### src/rtl/pid_pipe_param.sv
// -----------------------------------------------------------------------------
// pid_pipe_param
//   Three-stage pipelined PID steering controller. Saturated heading error
//   samples qualified by err_vld are turned into left/right motor speed
//   commands. spd_vld pulses three cycles after the accepting err_vld.
//
//   Stage 1 (sample edge) : error saturation, integrator update with
//                           anti-windup, D history shift, D difference.
//   Stage 2               : P, I and D terms registered at full product width.
//   Stage 3               : PID sum, scaling, speed mixing, two-sided clamp.
//
// Ports
//   clk       in   1        system clock, rising edge
//   rst_n     in   1        asynchronous active-low reset
//   moving    in   1        0: clear integrator, zero speeds, flush the pipe
//   err_vld   in   1        error sample valid, one-cycle qualifier
//   error     in   ERR_W    signed heading error
//   frwrd     in   FRWRD_W  unsigned forward speed, sampled with err_vld
//   lft_spd   out  SPD_W    signed left speed, registered
//   rght_spd  out  SPD_W    signed right speed, registered
//   spd_vld   out  1        one-cycle pulse when lft_spd/rght_spd update
// -----------------------------------------------------------------------------
module pid_pipe_param #(
    parameter int        ERR_W     = 12,
    parameter int        SAT_W     = 10,
    parameter int        INT_W     = 15,
    parameter int        I_SHIFT   = 6,
    parameter int        D_SAT_W   = 7,
    parameter int        D_DEPTH   = 2,
    parameter int signed P_COEFF   = 8,
    parameter int signed D_COEFF   = 11,
    parameter int        SUM_SHIFT = 3,
    parameter int        FRWRD_W   = 10,
    parameter int        SPD_W     = 11
) (
    input  logic                      clk,
    input  logic                      rst_n,
    input  logic                      moving,
    input  logic                      err_vld,
    input  logic signed [ERR_W-1:0]   error,
    input  logic        [FRWRD_W-1:0] frwrd,
    output logic signed [SPD_W-1:0]   lft_spd,
    output logic signed [SPD_W-1:0]   rght_spd,
    output logic                      spd_vld
);

    // Gains are carried as CW-bit signed constants; product widths are sized
    // so no multiplication or sum can overflow.
    localparam int CW    = 16;
    localparam int P_W   = SAT_W + CW;
    localparam int D_W   = D_SAT_W + CW;
    localparam int DIF_W = SAT_W + 1;
    localparam int PD_W  = (P_W > D_W) ? P_W : D_W;
    localparam int PID_W = ((PD_W > INT_W) ? PD_W : INT_W) + 2;
    localparam int MIX_W = ((PID_W > FRWRD_W + 1) ? PID_W : FRWRD_W + 1) + 1;

    localparam logic signed [CW-1:0] P_K = CW'(P_COEFF);
    localparam logic signed [CW-1:0] D_K = CW'(D_COEFF);

    localparam logic signed [ERR_W-1:0] ERR_HI = ERR_W'((32'sd1 <<< (SAT_W - 1)) - 32'sd1);
    localparam logic signed [ERR_W-1:0] ERR_LO = ERR_W'(-(32'sd1 <<< (SAT_W - 1)));
    localparam logic signed [DIF_W-1:0] DIF_HI = DIF_W'((32'sd1 <<< (D_SAT_W - 1)) - 32'sd1);
    localparam logic signed [DIF_W-1:0] DIF_LO = DIF_W'(-(32'sd1 <<< (D_SAT_W - 1)));
    localparam logic signed [MIX_W-1:0] SPD_HI = MIX_W'((32'sd1 <<< (SPD_W - 1)) - 32'sd1);
    localparam logic signed [MIX_W-1:0] SPD_LO = MIX_W'(-(32'sd1 <<< (SPD_W - 1)));

    // Clamp the raw error into the SAT_W signed range.
    function automatic logic signed [SAT_W-1:0] sat_err(input logic signed [ERR_W-1:0] v);
        logic signed [SAT_W-1:0] r;
        if (v > ERR_HI) begin
            r = ERR_HI[SAT_W-1:0];
        end else if (v < ERR_LO) begin
            r = ERR_LO[SAT_W-1:0];
        end else begin
            r = v[SAT_W-1:0];
        end
        return r;
    endfunction

    // Clamp the D difference into the D_SAT_W signed range.
    function automatic logic signed [D_SAT_W-1:0] sat_dif(input logic signed [DIF_W-1:0] v);
        logic signed [D_SAT_W-1:0] r;
        if (v > DIF_HI) begin
            r = DIF_HI[D_SAT_W-1:0];
        end else if (v < DIF_LO) begin
            r = DIF_LO[D_SAT_W-1:0];
        end else begin
            r = v[D_SAT_W-1:0];
        end
        return r;
    endfunction

    // Clamp a mixed speed into the SPD_W signed range.
    function automatic logic signed [SPD_W-1:0] sat_spd(input logic signed [MIX_W-1:0] v);
        logic signed [SPD_W-1:0] r;
        if (v > SPD_HI) begin
            r = SPD_HI[SPD_W-1:0];
        end else if (v < SPD_LO) begin
            r = SPD_LO[SPD_W-1:0];
        end else begin
            r = v[SPD_W-1:0];
        end
        return r;
    endfunction

    // Stage 1 state
    logic signed [INT_W-1:0]   integ_r;
    logic signed [SAT_W-1:0]   hist_r [D_DEPTH];
    logic                      s1_vld_r;
    logic signed [SAT_W-1:0]   s1_err_r;
    logic signed [D_SAT_W-1:0] s1_dif_r;
    logic signed [INT_W-1:0]   s1_integ_r;
    logic        [FRWRD_W-1:0] s1_frwrd_r;

    // Stage 2 state
    logic                      s2_vld_r;
    logic signed [P_W-1:0]     s2_p_r;
    logic signed [INT_W-1:0]   s2_i_r;
    logic signed [D_W-1:0]     s2_d_r;
    logic        [FRWRD_W-1:0] s2_frwrd_r;

    // Combinational helpers
    logic signed [SAT_W-1:0]   err_sat_s;
    logic signed [DIF_W-1:0]   dif_s;
    logic signed [D_SAT_W-1:0] dif_sat_s;
    logic signed [INT_W-1:0]   integ_sum_s;
    logic                      integ_ovf_s;
    logic signed [INT_W-1:0]   integ_upd_s;
    logic signed [PID_W-1:0]   pid_s;
    logic signed [PID_W-1:0]   mix_m_s;
    logic signed [MIX_W-1:0]   lft_mix_s;
    logic signed [MIX_W-1:0]   rght_mix_s;

    // Stage 1 arithmetic: saturation, D difference and integrator with anti-windup.
    always_comb begin
        err_sat_s   = sat_err(error);
        dif_s       = DIF_W'(err_sat_s) - DIF_W'(hist_r[D_DEPTH-1]);
        dif_sat_s   = sat_dif(dif_s);
        integ_sum_s = integ_r + INT_W'(err_sat_s);
        // Overflow only when both operands share a sign the sum does not.
        integ_ovf_s = (integ_r[INT_W-1] == err_sat_s[SAT_W-1]) &&
                      (integ_sum_s[INT_W-1] != integ_r[INT_W-1]);
        if (integ_ovf_s) begin
            integ_upd_s = integ_r;
        end else begin
            integ_upd_s = integ_sum_s;
        end
    end

    // Stage 1 registers: integrator, D history and sample capture.
    always_ff @(posedge clk or negedge rst_n) begin
        if (!rst_n) begin
            integ_r    <= '0;
            s1_vld_r   <= 1'b0;
            s1_err_r   <= '0;
            s1_dif_r   <= '0;
            s1_integ_r <= '0;
            s1_frwrd_r <= '0;
            for (int i = 0; i < D_DEPTH; i++) begin
                hist_r[i] <= '0;
            end
        end else if (!moving) begin
            // Flush: integrator cleared, D history deliberately kept.
            integ_r  <= '0;
            s1_vld_r <= 1'b0;
        end else begin
            s1_vld_r <= err_vld;
            if (err_vld) begin
                integ_r    <= integ_upd_s;
                s1_err_r   <= err_sat_s;
                s1_dif_r   <= dif_sat_s;
                // The I term of this sample uses the integrator including it.
                s1_integ_r <= integ_upd_s;
                s1_frwrd_r <= frwrd;
                hist_r[0]  <= err_sat_s;
                for (int i = 1; i < D_DEPTH; i++) begin
                    hist_r[i] <= hist_r[i-1];
                end
            end else begin
                integ_r <= integ_r;
            end
        end
    end

    // Stage 2 registers: P, I and D terms at full width.
    always_ff @(posedge clk or negedge rst_n) begin
        if (!rst_n) begin
            s2_vld_r   <= 1'b0;
            s2_p_r     <= '0;
            s2_i_r     <= '0;
            s2_d_r     <= '0;
            s2_frwrd_r <= '0;
        end else if (!moving) begin
            s2_vld_r <= 1'b0;
        end else begin
            s2_vld_r <= s1_vld_r;
            if (s1_vld_r) begin
                s2_p_r     <= P_W'(s1_err_r) * P_W'(P_K);
                s2_i_r     <= s1_integ_r >>> I_SHIFT;
                s2_d_r     <= D_W'(s1_dif_r) * D_W'(D_K);
                s2_frwrd_r <= s1_frwrd_r;
            end else begin
                s2_frwrd_r <= s2_frwrd_r;
            end
        end
    end

    // Stage 3 arithmetic: PID sum, scaling and left/right mixing.
    always_comb begin
        pid_s      = PID_W'(s2_p_r) + PID_W'(s2_i_r) + PID_W'(s2_d_r);
        mix_m_s    = pid_s >>> SUM_SHIFT;
        lft_mix_s  = MIX_W'({1'b0, s2_frwrd_r}) + MIX_W'(mix_m_s);
        rght_mix_s = MIX_W'({1'b0, s2_frwrd_r}) - MIX_W'(mix_m_s);
    end

    // Stage 3 registers: clamped speed outputs and valid pulse.
    always_ff @(posedge clk or negedge rst_n) begin
        if (!rst_n) begin
            lft_spd  <= '0;
            rght_spd <= '0;
            spd_vld  <= 1'b0;
        end else if (!moving) begin
            lft_spd  <= '0;
            rght_spd <= '0;
            spd_vld  <= 1'b0;
        end else begin
            spd_vld <= s2_vld_r;
            if (s2_vld_r) begin
                lft_spd  <= sat_spd(lft_mix_s);
                rght_spd <= sat_spd(rght_mix_s);
            end else begin
                lft_spd  <= lft_spd;
                rght_spd <= rght_spd;
            end
        end
    end

endmodule

### config.mk
export PLATFORM = sky130hd
export DESIGN_NAME = pid_pipe_param
export DESIGN_NICKNAME = d
export VERILOG_FILES = /design/src/rtl/pid_pipe_param.sv
export SDC_FILE = /design/constraint.sdc
export NUM_CORES = 1
export LEC_CHECK = 0
export BUFFER_PORTS_ARGS = -buffer_cell sky130_fd_sc_hd__buf_2
export CAP_MARGIN = 20
export CORE_ASPECT_RATIO = 1.25
export CORE_MARGIN = 2
export CORE_UTILIZATION = 62
export DETAILED_ROUTE_END_ITERATION = 12
export GPL_ROUTABILITY_DRIVEN = 0
export PLACE_DENSITY = 0.85
export SETUP_SLACK_MARGIN = 0.15
export SLEW_MARGIN = 20
export SYNTH_ARGS = -nofsm -noshare
export SYNTH_HDL_FRONTEND = slang
export SYNTH_SLANG_ARGS = --single-unit
### constraint.sdc
create_clock -name clk -period 5.65 [get_ports clk]
set_clock_uncertainty 0.15 [all_clocks]
set_input_delay 0.2825 -clock clk [delete_from_list [all_inputs] [get_ports clk]]
set_output_delay 0.2825 -clock clk [all_outputs]
set_load 0.05 [all_outputs]
==> results of run 1 <==
## worst max-delay path by stage
| stage | slack [ps] | cells after the start | endpoint | from |
|---|---|---|---|---|
| 6_report | 740 | 18 | rght_spd[2] | s2_p_r[3] |
| 5_1_grt | 460 | 18 | rght_spd[2] | s2_p_r[3] |
| 4_1_cts | 760 | 18 | rght_spd[2] | s2_p_r[3] |
| 3_5_place_dp | 780 | 18 | rght_spd[2] | s2_p_r[3] |
| 3_3_place_gp | 1020 | 18 | rght_spd[2] | s2_p_r[3] |
| 2_1_floorplan | 1170 | 19 | rght_spd[2] | s2_p_r[3] |
## layer usage
layer / global-route usage / vias to the layer above
li1: - / 3279
met1: 0.295 / 3240
met2: 0.502 / 188
met3: 0.0558 / 54
met4: 0.135 / 0
met5: 0 / -
## cell usage after synthesis, types with 15 or more instances
library cell / n / area (sq um)
sky130_fd_sc_hd__o21ai_0: 63 / 315
sky130_fd_sc_hd__nand2_1: 137 / 514
sky130_fd_sc_hd__inv_1: 88 / 330
sky130_fd_sc_hd__xnor2_1: 35 / 307
sky130_fd_sc_hd__nor3_1: 15 / 75.1
sky130_fd_sc_hd__ha_1: 76 / 951
sky130_fd_sc_hd__nor2b_1: 17 / 106
sky130_fd_sc_hd__a21oi_1: 49 / 245
sky130_fd_sc_hd__mux2_2: 27 / 304
sky130_fd_sc_hd__xor2_1: 15 / 131
sky130_fd_sc_hd__clkbuf_1: 33 / 124
sky130_fd_sc_hd__dfrtp_1: 127 / 3180
sky130_fd_sc_hd__fa_1: 19 / 380
sky130_fd_sc_hd__nor2_1: 68 / 255
## worst max-delay path, stage by stage, from the launching register on
cell and delay (ps):
sky130_fd_sc_hd__dfrtp_1 320, sky130_fd_sc_hd__inv_1 60, sky130_fd_sc_hd__fa_1 530, sky130_fd_sc_hd__inv_1 50, sky130_fd_sc_hd__ha_1 320, sky130_fd_sc_hd__nor3_1 80
sky130_fd_sc_hd__a2111oi_2 540, sky130_fd_sc_hd__o21ai_0 160, sky130_fd_sc_hd__nand2b_1 140, sky130_fd_sc_hd__xor2_1 100, sky130_fd_sc_hd__ha_1 510, sky130_fd_sc_hd__inv_1 70
sky130_fd_sc_hd__a221oi_1 350, sky130_fd_sc_hd__nand3_1 210, sky130_fd_sc_hd__a311oi_1 380, sky130_fd_sc_hd__nor2_1 120, sky130_fd_sc_hd__o311ai_4 270, sky130_fd_sc_hd__nand2_2 170
sky130_fd_sc_hd__o311ai_2 280
## layout make-up
type,instances,share of cell area
clock buffers,18,0.0456
clock inverters,14,0.0173
inverters,90,0.0350
multi-input cells,676,0.508
flip-flops and latches,127,0.330
well taps,175,0.0227
repair buffers,65,0.0415
## placed cells by master, fill, tap and decap left out, types with 13 or more instances in the layout
master | synthesis | final
sky130_fd_sc_hd__nand3_1 | 13 | 13
sky130_fd_sc_hd__ha_1 | 76 | 76
sky130_fd_sc_hd__nor2b_1 | 17 | 17
sky130_fd_sc_hd__mux2_2 | 27 | 27
sky130_fd_sc_hd__dfrtp_1 | 127 | 127
sky130_fd_sc_hd__a21oi_1 | 49 | 49
sky130_fd_sc_hd__nor3_1 | 15 | 15
sky130_fd_sc_hd__buf_2 | 2 | 47
sky130_fd_sc_hd__inv_1 | 88 | 88
sky130_fd_sc_hd__xnor2_1 | 35 | 35
sky130_fd_sc_hd__clkbuf_16 | 0 | 17
sky130_fd_sc_hd__xor2_1 | 15 | 15
sky130_fd_sc_hd__nand2_1 | 137 | 137
sky130_fd_sc_hd__fa_1 | 19 | 19
sky130_fd_sc_hd__o21ai_0 | 63 | 63
sky130_fd_sc_hd__nor2_1 | 68 | 67
## logic make-up (layout without fill, tap and decap cells)
| kind of cell | Yosys count | after routing | synth area share |
|---|---|---|---|
| flops | 127 | 127 | 0.372 |
| mux | 38 | 38 | 0.0484 |
| simple gates | 284 | 284 | 0.146 |
| fa+ha+maj | 95 | 95 | 0.156 |
| buf+inv | 127 | 187 | 0.0562 |
| xor+xnor | 51 | 51 | 0.0544 |
| compound gates | 208 | 208 | 0.168 |
## registers in the layout, summed over array words and instances, names as in the netlist
signal      flops
hist_r         10
integ_r        15
lft_spd        11
rght_spd       11
s1_dif_r        7
s1_err_r       10
s1_frwrd_r     10
s1_integ_r      9
s1_vld_r        1
s2_d_r         12
s2_frwrd_r     10
s2_i_r          9
s2_p_r         10
s2_vld_r        1
spd_vld         1
## through the flow
stage | hold WS (ps) | instance area [sq um] | instances
3_3_place_gp | 283 | 8910 | 1121
5_1_grt | 50.4 | 9640 | 1165
4_1_cts | 30.0 | 9640 | 1165
6_report | 49.9 | 9640 | 1165
2_1_floorplan | -163 | 8550 | 930
3_5_place_dp | 289 | 8910 | 1121
==> metrics.txt, run 1 <==
run status finished, final reports clean; net count reported at finish roughly 1,100; setup slack after layout between 700 and 800 ps; Syn-to-layout area delta 12.7%; RSZ-0062 raised after global routing no; final-report hold violation count 0; number of buffers added on ports 48; overall die width between 100 and 150 microns; number of clock sinks 127; total global routing overflow 0; Mapped Avg Cell Area 9.20 sq um; post-CTS setup repair buffer count 0; clock slew at reported path FFs ~60 ps; most instantiated flip-flop cell in the synthesis netlist sky130_fd_sc_hd__dfrtp_1; crit share post-route 0.869; number of antenna violations at the first check in global routing 0; arrival time at the worst endpoint between 5000 and 6000 ps; setup_tns 0 ps; Crit Path Category reg -> reg; transition time at the pin with the least slew margin a little over 800 ps; CP required between 5000 and 6000 ps; detailed-routed wire length on met2 a little over 10,000 microns; Syn Inst Count between 900 and 1,000; remaining antenna violation count after routing 0; ratio of routed vias to standard cells approximately 5.8; aggregate routed wire length about 19,000 microns; Clock Root Buffer sky130_fd_sc_hd__clkbuf_16; Critical Path Fanout Max 11; Slew Limit Fails 0; top-level port count 49; final critical delay including setup and external delays about 4900 ps; unique cell type count in the Yosys netlist 71; number of buffers created by CTS 17; headroom to the max-slew limit 0.450; Metal-1 WL around 7300 microns; EDFF count, synth 0; row count 48; final setup violating endpoints 0; Resized cells post-CTS 0; effective utilization at floorplan 0.627; CP endpoint kind register; maximum root-to-sink buffer count 2; Routed WL per cell 16.1 microns; Worst R2R Setup Slack about 740 ps; layout cell share with drive strength beyond 1 0.134; count of maximum capacitance violations 0; number of iterations in the first detailed-routing pass 5; Critical R2R Capture rght_spd[2]; DIE AREA 14,800 sq um; share of the yosys chip area belonging to registers 0.372; vias after detailed routing a little under 7,000; HP Class in -> reg; Detailed Route Iter0 Violations about 400; Max Fclk ~200 MHz; area used by multi-input combinational logic 4900 sq um; count of hold-fix buffers inserted at cts 12; number of cells on the worst reg-to-reg path 18; kind of start point of the critical path register; synth warn 0; H-tree depth reported by CTS 4; Synth Register Bits between 100 and 150; maximum number of pins on one net before global-route repair 70; CTS tree yes; dpl ws a little under 800 ps; number of filler instances in the final layout 956; global routing usage summed across all routing layers 0.274; DR WL met3 roughly 760 microns; number of global-route vias before repair roughly 6,800; wire length of the first global-routing pass 31,400 microns; fraction of registers with async set/reset 1.00; core occupancy in the finished layout 0.707; clock latency on the worst-skew pair 430 ps; count of unresolved DRC violations after routing 0; height of the die roughly 140 microns; flip-flop and latch area approximately 3200 sq um; number of antenna diodes 0; net count of the mapped netlist ~1,100; endpoint with the worst hold slack s1_integ_r[13]; hold path startpoint moving; Post-Syn Area 8550 sq um; half-perimeter wire length after detailed placement about 14,000 microns; area of the core region 13,600 sq um; count of cells along the worst hold path 2; launch instance of the worst register-to-register path s2_p_r[3]; highest metal layer with signal wires met4
Power of run 1 is left out: the tool's default activity adds up to more than one toggle a clock period on the data nets, which glitch-free logic cannot reach.
==> run 2: changes to the inputs <==
--- a/config.mk
+++ b/config.mk
@@ -9,10 +9,10 @@
 export CAP_MARGIN = 20
 export CORE_ASPECT_RATIO = 1.25
 export CORE_MARGIN = 2
-export CORE_UTILIZATION = 62
+export CORE_UTILIZATION = 65
 export DETAILED_ROUTE_END_ITERATION = 12
 export GPL_ROUTABILITY_DRIVEN = 0
-export PLACE_DENSITY = 0.85
+export PLACE_DENSITY_LB_ADDON = 0.05
 export SETUP_SLACK_MARGIN = 0.15
 export SLEW_MARGIN = 20
 export SYNTH_ARGS = -nofsm -noshare
==> constraint.sdc (replaced) <==
create_clock -name clk -period 6.3 [get_ports clk]
set_clock_uncertainty 0.15 [all_clocks]
set_input_delay 0.315 -clock clk [delete_from_list [all_inputs] [get_ports clk]]
set_output_delay 0.315 -clock clk [all_outputs]
set_load 0.05 [all_outputs]
==> run 2 against run 1 <==
Against the previous run: critical endpoint unchanged; critical path depth did not move; die area decreased by 4.5%; non-clock buffer count shrank 2; sequential cell count did not move; hold slack worse by 16 ps; fmax is 2.2% lower; register-to-register slack improved by 540 ps; first-iteration DRC count down 3.7%; wire length up 5.2%.
==> metrics.txt, run 2 (same netlist as run 1, synthesis figures left out) <==
Resized cells post-CTS 0; most common cell after layout, fill and taps aside sky130_fd_sc_hd__nand2_1; number of buffers added on ports 48; number of clock sinks between 100 and 150; number of global-route vias before repair 6,913; final critical delay including setup and external delays 5020 ps; Top Registers integ_r: 15 flops, s2_d_r: 12 flops; top-level port count 49; final setup violating endpoints 0; post-CTS setup repair buffer count 0; total global routing overflow 0; height of the die roughly 130 microns; Routed WL per cell between 15 and 20 microns; CP required ~6400 ps; Syn-to-layout area delta 12.9%; HP Class in -> reg; aggregate routed wire length 19,700 microns; Detailed Route Iter0 Violations slightly below 400; maximum root-to-sink buffer count 2; clock latency on the worst-skew pair approximately 430 ps; most used cells in the layout excluding fill and tap cells sky130_fd_sc_hd__nand2_1 (137), sky130_fd_sc_hd__dfrtp_1 (127), sky130_fd_sc_hd__inv_1 (88); DIE AREA between 10,000 and 15,000 sq um; row count 46; arrival time at the worst endpoint 5140 ps; count of unresolved DRC violations after routing 0; RSZ-0062 raised after global routing no; number of buffers created by CTS 17; number of antenna violations at the first check in global routing 0; remaining antenna violation count after routing 0; kind of start point of the critical path register; Max Fclk ~200 MHz; net count reported at finish ~1,100; Worst R2R Setup Slack roughly 1300 ps; run status finished, final reports clean; Clock Root Buffer sky130_fd_sc_hd__clkbuf_16; layout cell share with drive strength beyond 1 0.134; count of hold-fix buffers inserted at cts 11; most flop-heavy register integ_r; headroom to the max-slew limit 0.341; global routing usage summed across all routing layers 0.297; effective utilization at floorplan 0.670; number of iterations in the first detailed-routing pass 6; area of the core region approximately 13,000 sq um; wire length of the first global-routing pass ~33,000 microns; Crit Path Category reg -> reg; maximum number of pins on one net before global-route repair 67; crit share post-route 0.797; clock slew at reported path FFs roughly 60 ps; number of flip-flops under the largest register name 15; vias after detailed routing just under 7,000; number of antenna diodes 0; overall die width roughly 110 microns; setup_tns 0 ps; Slew Limit Fails 0; ratio of routed vias to standard cells about 5.9; H-tree depth reported by CTS 4; Critical Path Fanout Max 10; count of maximum capacitance violations 0; CTS tree yes; final-report hold violation count 0; CP endpoint kind register; half-perimeter wire length after detailed placement approximately 15,000 microns; transition time at the pin with the least slew margin about 990 ps
-- run 2: cell count changes in the layout (fill, tap and decap cells not counted), sizes merged --
cell / delta
clkinv: -4
clkbuf: +2
buf: -1
bufinv: +1
dlygate4sd3: -1
inv: +1
-- run 2: cell type report --
class	instances	area (sq um)
inverter	90	338
sequential	127	3180
multi-input combinational	676	4900
tap	168	210
clock buffer	20	467
fill	932	3120
timing repair buffer	63	383
clock inverter	12	181
-- run 2: routing by layer --
layer | track usage | part of all wire | vias up
met5 | 0 | 0 | -
met4 | 0.143 | 0.039 | 0
met3 | 0.0613 | 0.039 | 51
met2 | 0.519 | 0.52 | 194
met1 | 0.345 | 0.40 | 3291
li1 | - | - | 3276
-- run 2: per-stage QoR --
stage	std cells	worst slack, ps	area, sq um	utilization	hold slack [ps]
floorplan	930	1820	8550	-	-131
global placement	1113	1440	8890	0.696	299
detailed placement	1113	1290	8890	0.696	313
CTS	1156	1390	9650	0.755	23.7
global route	1156	914	9660	0.756	39.9
finish	1156	1280	9660	0.756	33.5
-- run 2: final timing paths --
path                                from             to  depth (start not counted)
max                            s2_p_r[3]    rght_spd[2]                         18
min                             frwrd[1]  s1_frwrd_r[1]                          3
max reg2reg                    s2_p_r[3]    rght_spd[2]                         18
min reg2reg                s1_frwrd_r[5]  s1_frwrd_r[5]                          2
max in group asynchronous          rst_n      s2_p_r[5]                          3
min in group asynchronous          rst_n    rght_spd[6]                          2
-- run 2: worst max-delay path, stage by stage, from the launching register on --
cell                        delay, ps
sky130_fd_sc_hd__dfrtp_1          320
sky130_fd_sc_hd__inv_1             60
sky130_fd_sc_hd__fa_1             520
sky130_fd_sc_hd__inv_1             40
sky130_fd_sc_hd__ha_1             320
sky130_fd_sc_hd__nor3_1            80
sky130_fd_sc_hd__a2111oi_2        550
sky130_fd_sc_hd__a41o_2           340
sky130_fd_sc_hd__and2_1           160
sky130_fd_sc_hd__o21a_1           140
sky130_fd_sc_hd__nor2_1            50
sky130_fd_sc_hd__xnor2_1          210
sky130_fd_sc_hd__ha_1             400
sky130_fd_sc_hd__nor4_1           370
sky130_fd_sc_hd__nand2_1          120
sky130_fd_sc_hd__nor4_1           220
sky130_fd_sc_hd__a21oi_1          160
sky130_fd_sc_hd__o311ai_4         490
sky130_fd_sc_hd__o311ai_2         180
Power of run 2 is left out for the same reason.
==> run 3: changes to the inputs <==
--- a/config.mk
+++ b/config.mk
@@ -9,7 +9,7 @@
 export CAP_MARGIN = 20
 export CORE_ASPECT_RATIO = 1.25
 export CORE_MARGIN = 2
-export CORE_UTILIZATION = 65
+export CORE_UTILIZATION = 62
 export DETAILED_ROUTE_END_ITERATION = 12
 export GPL_ROUTABILITY_DRIVEN = 0
 export PLACE_DENSITY_LB_ADDON = 0.05
==> constraint.sdc (replaced) <==
create_clock -name clk -period 5 [get_ports clk]
set_clock_uncertainty 0.15 [all_clocks]
set_input_delay 0.25 -clock clk [delete_from_list [all_inputs] [get_ports clk]]
set_output_delay 0.25 -clock clk [all_outputs]
set_load 0.05 [all_outputs]
==> run 3 against run 2 <==
Against the previous run: design area increased by 2.2%; sequential share of layout area decreased by 0.70 points; final cell count is 1.2% higher; wire length increased by 0.37%; setup slack lost 880 ps; non-clock buffer count is 7 higher; fmax up 9.2%.
==> metrics.txt, run 3 (same netlist as run 1, synthesis figures left out) <==
endpoint with the worst hold slack s1_integ_r[13]; RSZ-0062 raised after global routing no; Syn-to-layout area delta 15.3%; number of iterations in the first detailed-routing pass 5; total global routing overflow 0; number of cells on the worst reg-to-reg path 20; global routing usage summed across all routing layers 0.288; Top Registers integ_r: 15 flops, s2_d_r: 12 flops; number of antenna violations at the first check in global routing 0; Clock Root Buffer sky130_fd_sc_hd__clkbuf_16; Detailed Route Iter0 Violations 327; clock latency on the worst-skew pair roughly 420 ps; number of buffers created by CTS 17; most common cell after layout, fill and taps aside sky130_fd_sc_hd__nand2_1; aggregate routed wire length 19,800 microns; count of cells along the worst hold path 2; wire length of the first global-routing pass around 33,000 microns; Critical R2R Capture rght_spd[5]; height of the die 135 microns; final setup violating endpoints 0; final-report hold violation count 0; number of flip-flops under the largest register name 15; kind of start point of the critical path register; CTS tree yes; crit share post-route 0.919; Routed WL per cell roughly 17 microns; family of cells with the greatest summed delay on the critical path compound AO/OA/AOI/OAI gates; maximum root-to-sink buffer count 2; run status finished, final reports clean; clock slew at reported path FFs roughly 50 ps; count of maximum capacitance violations 0; worst path cell trace inv_1 -> fa_1 -> inv_1 -> ha_1 -> nor3_4 -> a2111oi_4 -> a41o_2 -> and2_1 -> o21a_1 -> o21a_1 -> nor2_2 -> xor2_1 -> ha_1 -> nor4_1 -> nand2_1 -> nor4_1 -> a21oi_1 -> o311ai_4 -> buf_12 -> o211ai_1; maximum number of pins on one net before global-route repair 82; number of antenna diodes 0; effective utilization at floorplan 0.627; arrival time at the worst endpoint between 4000 and 5000 ps; Crit Path Category reg -> reg; Slew Limit Fails 0; setup_tns 0 ps; row count 48; layout cell share with drive strength beyond 1 0.155; H-tree depth reported by CTS 4; maximum single-stage delay on the critical path 550 ps; area of the core region ~14,000 sq um; number of buffers added on ports 48; Max Fclk 218 MHz; launch instance of the worst register-to-register path s2_p_r[3]; count of buffering cells on the critical path with inverters included 3; HP Class in -> reg; remaining antenna violation count after routing 0; final critical delay including setup and external delays 4600 ps; Critical Path Fanout Max 9; headroom to the max-slew limit 0.422; DIE AREA approximately 15,000 sq um; most used cells in the layout excluding fill and tap cells sky130_fd_sc_hd__nand2_1 (137), sky130_fd_sc_hd__dfrtp_1 (127), sky130_fd_sc_hd__inv_1 (88); most flop-heavy register integ_r; Worst R2R Setup Slack 400 ps; half-perimeter wire length after detailed placement about 15,000 microns; CP required around 5100 ps; CP max-delay cell sky130_fd_sc_hd__fa_1; transition time at the pin with the least slew margin between 800 and 900 ps; vias after detailed routing ~6,800; number of global-route vias before repair between 6,000 and 7,000; CP endpoint kind register; number of filler instances in the final layout slightly above 1,000; net count reported at finish ~1,100; hold path startpoint moving; count of unresolved DRC violations after routing 0; overall die width about 110 microns; top-level port count 49; number of clock sinks about 130; ratio of routed vias to standard cells 5.84
## run 3: cell count changes in the layout (fill, tap and decap cells not counted), moves of 2 or more
cell | before | now
sky130_fd_sc_hd__xnor2_2 | 0 | 3
sky130_fd_sc_hd__ha_1 | 76 | 70
sky130_fd_sc_hd__buf_4 | 5 | 9
sky130_fd_sc_hd__clkinvlp_4 | 1 | 3
sky130_fd_sc_hd__ha_4 | 0 | 4
sky130_fd_sc_hd__nor3_1 | 15 | 13
sky130_fd_sc_hd__ha_2 | 0 | 2
sky130_fd_sc_hd__clkinv_4 | 3 | 0
sky130_fd_sc_hd__inv_6 | 2 | 0
sky130_fd_sc_hd__xnor2_1 | 35 | 32
## run 3: how the worst max path moves through the flow
| stage | start | end | slack (ps) | cells after the start |
|---|---|---|---|---|
| 2_1_floorplan | s2_p_r[3] | rght_spd[2] | 520 | 19 |
| 3_3_place_gp | s2_p_r[3] | rght_spd[2] | 280 | 18 |
| 3_5_place_dp | s2_p_r[3] | rght_spd[2] | 80 | 18 |
| 4_1_cts | s2_p_r[3] | rght_spd[2] | 160 | 18 |
| 5_1_grt | s2_p_r[3] | rght_spd[5] | 130 | 20 |
| 6_report | s2_p_r[3] | rght_spd[5] | 400 | 20 |
## run 3: layer usage
layer / GRT usage / part of all wire / vias up
met1: 0.331 / 0.39 / 3269
met3: 0.0568 / 0.040 / 76
li1: - / - / 3294
met4: 0.157 / 0.052 / 0
met5: 0 / 0 / -
met2: 0.497 / 0.52 / 194
## run 3: final cells by class
cell class / count / area [sq um] / area share
Clock inverter: 10 / 158 / 0.0160
Clock buffer: 22 / 484 / 0.0491
Sequential cell: 127 / 3180 / 0.322
Multi-Input combinational cell: 676 / 5030 / 0.510
Tap cell: 175 / 219 / 0.0222
Inverter: 90 / 338 / 0.0342
Timing Repair Buffer: 70 / 454 / 0.0460
## run 3: metrics by stage
stage               hold slack [ps]  utilization  instance area, sq um  worst slack, ps  cells
CTS                            10.0        0.712                  9700              158   1168
floorplan                      -196            -                  8550              518    930
finish                         22.4        0.724                  9870              405   1170
global placement                290        0.655                  8930              282   1124
detailed placement              297        0.655                  8930             81.3   1124
global route                   4.24        0.724                  9870              129   1170
## run 3: repair_timing
| item | in CTS | in global routing |
|---|---|---|
| gates resized for setup | 1 | 22 |
| buffers inserted | 0 | 2 |
| pin swaps | 1 | 4 |
| hold endpoints to repair | 91 | 0 |
| hold buffers | 12 | 0 |
| setup endpoints to repair | 5 | 20 |
Power of run 3 is left out for the same reason.
